<file path="src/rtl/rs_enc_lfsr.sv">
// Byte-serial systematic RS(n, n-4) encoder over GF(2^8), poly 0x11D, roots alpha^0..alpha^3.
// Message bytes pass through; four parity bytes from a 4-stage LFSR follow the eop byte.
module rs_enc_lfsr (
    input  logic       clk,
    input  logic       rstn,
    input  logic       in_valid,
    input  logic       in_sop,
    input  logic       in_eop,
    input  logic [7:0] in_data,
    output logic       in_ready,
    output logic       out_valid,
    output logic       out_sop,
    output logic       out_eop,
    output logic       out_par,
    output logic [7:0] out_data
);

    localparam logic [7:0] G3 = 8'h0F;
    localparam logic [7:0] G2 = 8'h36;
    localparam logic [7:0] G1 = 8'h78;
    localparam logic [7:0] G0 = 8'h40;

    typedef enum logic [2:0] {
        StIdle   = 3'b001,
        StData   = 3'b010,
        StParity = 3'b100
    } state_e;

    // Shift-and-add multiply reduced by 0x11D; with a constant operand this folds to XORs.
    function automatic logic [7:0] gf2m8_mul(input logic [7:0] a, input logic [7:0] b);
        logic [7:0] acc;
        logic [7:0] sh;
        acc = 8'h00;
        sh  = a;
        for (int i = 0; i < 8; i++) begin
            if (b[i]) begin
                acc = acc ^ sh;
            end
            sh = sh[7] ? ((sh << 1) ^ 8'h1D) : (sh << 1);
        end
        return acc;
    endfunction

    state_e     state_q, state_d;
    logic [1:0] cnt_q, cnt_d;
    logic [7:0] p0_q, p0_d;
    logic [7:0] p1_q, p1_d;
    logic [7:0] p2_q, p2_d;
    logic [7:0] p3_q, p3_d;

    logic       ready_q, ready_d;
    logic       ovalid_q, ovalid_d;
    logic       osop_q, osop_d;
    logic       oeop_q, oeop_d;
    logic       opar_q, opar_d;
    logic [7:0] odata_q, odata_d;

    logic       accept;
    logic       take_byte;
    logic [7:0] fb;
    logic [7:0] carry0, carry1, carry2;

    assign accept = in_valid & ready_q;
    // Outside a message only a sop byte may start one; stray bytes are dropped silently.
    assign take_byte = accept & (in_sop | (state_q == StData));

    // A sop byte restarts the division, so the old partial remainder is ignored.
    assign fb     = in_data ^ (in_sop ? 8'h00 : p3_q);
    assign carry0 = in_sop ? 8'h00 : p0_q;
    assign carry1 = in_sop ? 8'h00 : p1_q;
    assign carry2 = in_sop ? 8'h00 : p2_q;

    always_comb begin
        state_d  = state_q;
        cnt_d    = cnt_q;
        p0_d     = p0_q;
        p1_d     = p1_q;
        p2_d     = p2_q;
        p3_d     = p3_q;
        ovalid_d = 1'b0;
        osop_d   = 1'b0;
        oeop_d   = 1'b0;
        opar_d   = 1'b0;
        odata_d  = 8'h00;

        unique case (state_q)
            StIdle, StData: begin
                if (take_byte) begin
                    p3_d     = carry2 ^ gf2m8_mul(fb, G3);
                    p2_d     = carry1 ^ gf2m8_mul(fb, G2);
                    p1_d     = carry0 ^ gf2m8_mul(fb, G1);
                    p0_d     = gf2m8_mul(fb, G0);
                    ovalid_d = 1'b1;
                    osop_d   = in_sop;
                    odata_d  = in_data;
                    cnt_d    = 2'd0;
                    state_d  = in_eop ? StParity : StData;
                end
            end
            StParity: begin
                ovalid_d = 1'b1;
                opar_d   = 1'b1;
                odata_d  = p3_q;
                p3_d     = p2_q;
                p2_d     = p1_q;
                p1_d     = p0_q;
                p0_d     = 8'h00;
                cnt_d    = cnt_q + 2'd1;
                if (cnt_q == 2'd3) begin
                    oeop_d  = 1'b1;
                    state_d = StIdle;
                end
            end
            default: begin
                state_d = StIdle;
            end
        endcase

        ready_d = (state_d != StParity);
    end

    always_ff @(posedge clk) begin
        if (!rstn) begin
            state_q  <= StIdle;
            cnt_q    <= 2'd0;
            p0_q     <= 8'h00;
            p1_q     <= 8'h00;
            p2_q     <= 8'h00;
            p3_q     <= 8'h00;
            ready_q  <= 1'b1;
            ovalid_q <= 1'b0;
            osop_q   <= 1'b0;
            oeop_q   <= 1'b0;
            opar_q   <= 1'b0;
            odata_q  <= 8'h00;
        end else begin
            state_q  <= state_d;
            cnt_q    <= cnt_d;
            p0_q     <= p0_d;
            p1_q     <= p1_d;
            p2_q     <= p2_d;
            p3_q     <= p3_d;
            ready_q  <= ready_d;
            ovalid_q <= ovalid_d;
            osop_q   <= osop_d;
            oeop_q   <= oeop_d;
            opar_q   <= opar_d;
            odata_q  <= odata_d;
        end
    end

    assign in_ready  = ready_q;
    assign out_valid = ovalid_q;
    assign out_sop   = osop_q;
    assign out_eop   = oeop_q;
    assign out_par   = opar_q;
    assign out_data  = odata_q;

endmodule

</file>
<file path="config.mk">
export PLATFORM = sky130hd
export DESIGN_NAME = rs_enc_lfsr
export DESIGN_NICKNAME = d
export VERILOG_FILES = /design/src/rtl/rs_enc_lfsr.sv
export SDC_FILE = /design/constraint.sdc
export NUM_CORES = 1
export LEC_CHECK = 0
export CAP_MARGIN = 5
export CORE_MARGIN = 1
export CORE_UTILIZATION = 50
export DETAILED_ROUTE_END_ITERATION = 8
export HOLD_SLACK_MARGIN = 0.1
export PLACE_DENSITY = 0.73
export SLEW_MARGIN = 30
export SYNTH_ARGS = -nofsm -noshare
export SYNTH_HDL_FRONTEND = slang
export SYNTH_SLANG_ARGS = --single-unit
</file>
<file path="constraint.sdc">
create_clock -name clk -period 2.4 [get_ports clk]
set_input_delay 0.36 -clock clk [delete_from_list [all_inputs] [get_ports clk]]
set_output_delay 0.36 -clock clk [all_outputs]
set_load 0.02 [all_outputs]
</file>
==> qor.yml <==
final_layout_size_suffix_gt1_share_pct: 26.0
fin_nets: 490
power_mw: 4.01
ys_seq_area_share_pct: 29.9
status: "finished, final reports clean"
die_x_um: 83.8
grt_util_all_layers_pct: 27.5
maxSlewViolCount: 0
start_kind: "primary input"
gp_congestion: 0.901
drtIter0Drc: 196
worst_slack_ns: 0.0398
synth_seq_cells: 50
cts_made_buffers: 5
port_buffers: 25
final_cell_mix: "buf_4, dfxtp_1, nand2_1"
wirelength_um: 9790
finalHoldViolations: 0
arrival_ns: 2.61
min_path_type: "register to register"
max_cap_viol_count: 0
io_pins: 26
start_util_pct: 52.1
worst_pin_slew_ns: 0.494
core_area_um2: 6420
cts_root_buffer: "clkbuf_8"
drc_errors: 0
reg2reg_to: "p3_q[5]$_SDFFE_PN0P_"
antenna_found_initial: 0
clock_latency_ns: 0.31
fin_crit_sh_pct: 98.3
min_to: "p1_q[3]$_SDFFE_PN0P_"
power_density_nw_per_um2: 899
yosysWarnings: 0
ir_worst_vdd_mv: 0.443
synth_compound_area_share_pct: 18.8
ys_dominant_reg_cell: "dfxtp_1"
timing.slew.headroom_pct: 66.9
synth-xor-area-share_pct: 27.5
pre_cts_ws_ns: -0.359
grt_pass1_wl_um: 15200
cts_hold_buf: 0
synthMuxAreaShare_pct: 3.10
viasPerCell: 5.72
syn_to_final_growth_pct: 33.2
place_area_um2: 4110
final_area_um2: 4460
grt_pass1_vias: 3141
worstRegToRegCells: 8
yosys.area_share.simple_pct: 15.4
wire_per_inst_um: 17.7
crit_required_ns: 2.65
reg2reg_from: "p3_q[4]$_SDFFE_PN0P_"
crit_type: "primary input to register"
grt_max_degree: 25
async_reset_ff_share_pct: 0
cts_sinks: 50
syn_inst: 398
avgSynthCellArea_um2: 8.41
rsz0062_at_grt: "yes"
hold_depth: 2
fp-row-count: 29
ys_types: 53
ant_nets: 0
worst-r2r-setup-slack_ns: 0.08
leakagePower_nw: 1.77
synth_edf_count: 0
synth_top_family_by_area: "XOR/XNOR gates"
skew_ns: 0.00466
final_common_cell: "buf_4"
num_antenna_cells: 0
firstDrtPassIters: 7
final_util_pct: 69.4
grt_overflow: 0
min_from: "p1_q[3]$_SDFFE_PN0P_"
vias: 3169
fmax_ghz: 0.424
die_area_um2: 7020
dieHeight_um: 83.8
synthAdderAreaFrac_pct: 0.374
period_needed_ns: 2.36
synthesis.nets: 412
h-tree-depth: 2
cts.path.max_buffers: 2
setup_violations: 0
critPathMaxFanout: 4
cts.clk_slew.worst_paths_ns: 0.10
endpoint_kind: "register"
cts_tree: "done"
setup_tns_ns: 0
hpwl_um: 6600
netlist_area_um2: 3350
[power by group]
group          total [mW]  internal [mW]  switching [mW]  leakage (nW)
logic                2.27           1.15            1.11          1.30
registers            1.02          0.925          0.0950         0.410
clock network       0.724          0.418           0.306        0.0683
[critical path, cell delays in order]
cell,delay [ns]
clkdlybuf4s50_1,0.50
buf_4,0.21
xor2_1,0.15
xnor2_1,0.31
xnor2_2,0.16
xnor2_1,0.09
and3_1,0.18
or4_1,0.49
a21oi_2,0.15
[flip-flops by register name, indices dropped and copies added (netlist names), 2 cells and up]
| register | cells |
|---|---|
| p1_q | 8 |
| p2_q | 8 |
| state_q | 3 |
| cnt_q | 2 |
| p0_q | 8 |
| p3_q | 8 |
| out_data | 8 |
[timing repair]
action                                  in CTS  in global routing
setup buffers                                4                  1
endpoints found under the setup margin      12                 19
pin swaps                                    8                 11
endpoints found under the hold margin        0                  0
resized for setup                           19                 15
[kinds of logic (layout without fill, tap and decap cells)]
group | count (synthesis) | count (layout)
DFF | 50 | 50
AOI/OAI and AO/OA | 102 | 102
adders and majority gates | 1 | 1
buffers and inverters | 35 | 114
xor gates and xnor gates | 83 | 83
and+or+nand+nor | 118 | 118
muxes | 9 | 9
[worst max-delay path by stage]
stage | from | endpoint | slack [ns]
finish | in_data[3] | p1_q[3]$_SDFFE_PN0P_ | 0.04
global route | in_data[3] | p1_q[3]$_SDFFE_PN0P_ | -0.11
CTS | in_sop | p3_q[3]$_SDFFE_PN0P_ | 0.0005
detailed placement | in_data[6] | p1_q[3]$_SDFFE_PN0P_ | -0.36
global placement | in_data[6] | p1_q[3]$_SDFFE_PN0P_ | -0.30
floorplan | in_data[6] | p1_q[6]$_SDFFE_PN0P_ | 0.1
[final cells by class]
type                    count  area [µm²]
clock buffers               5        68.8
well taps                  77        96.3
fillers                   488        1960
repair buffers            101         863
flip-flops and latches     50        1000
inverters                   5        18.8
multi-input cells         313        2340
clock inverters             3        68.8
[routing by layer]
metal	share of wire (%)	track usage [%]	wire length, µm
met5	0	0	0
met4	2.9	9.56	287
met3	6.1	5.44	594
met2	50	47.6	4850
met1	41	33.9	4060
[synth_stat cells (2+ instances only)]
cell type,n,area share (%)
nand2b_1,2,0.37
xor2_1,21,5.5
buf_2,4,0.60
buf_4,3,0.67
o21a_1,2,0.45
clkbuf_1,20,2.2
o211ai_1,5,1.1
o21ai_0,19,2.8
nand3_1,13,1.9
xnor2_2,5,2.4
xnor2_4,4,3.3
a211oi_1,10,2.2
xor2_2,2,0.97
mux2i_1,7,2.1
nand2_1,46,5.2
and3_1,2,0.37
inv_1,5,0.56
a21oi_1,40,6.0
nor2_4,2,0.67
xnor2_1,47,12
nor2b_1,7,1.3
dfxtp_1,50,30
o21ba_2,2,0.60
buf_6,2,0.67
nor2_1,41,4.6
a22oi_1,5,1.1
a31oi_1,4,0.75
a311oi_1,3,0.79
[metrics by stage]
stage | hold slack, ns | cells
detailed placement | 0.474 | 541
global placement | 0.458 | 541
floorplan | 0.445 | 398
global route | 0.512 | 554
finish | 0.490 | 554
CTS | 0.488 | 553
No activity file was read; power rests on OpenSTA's default activity.
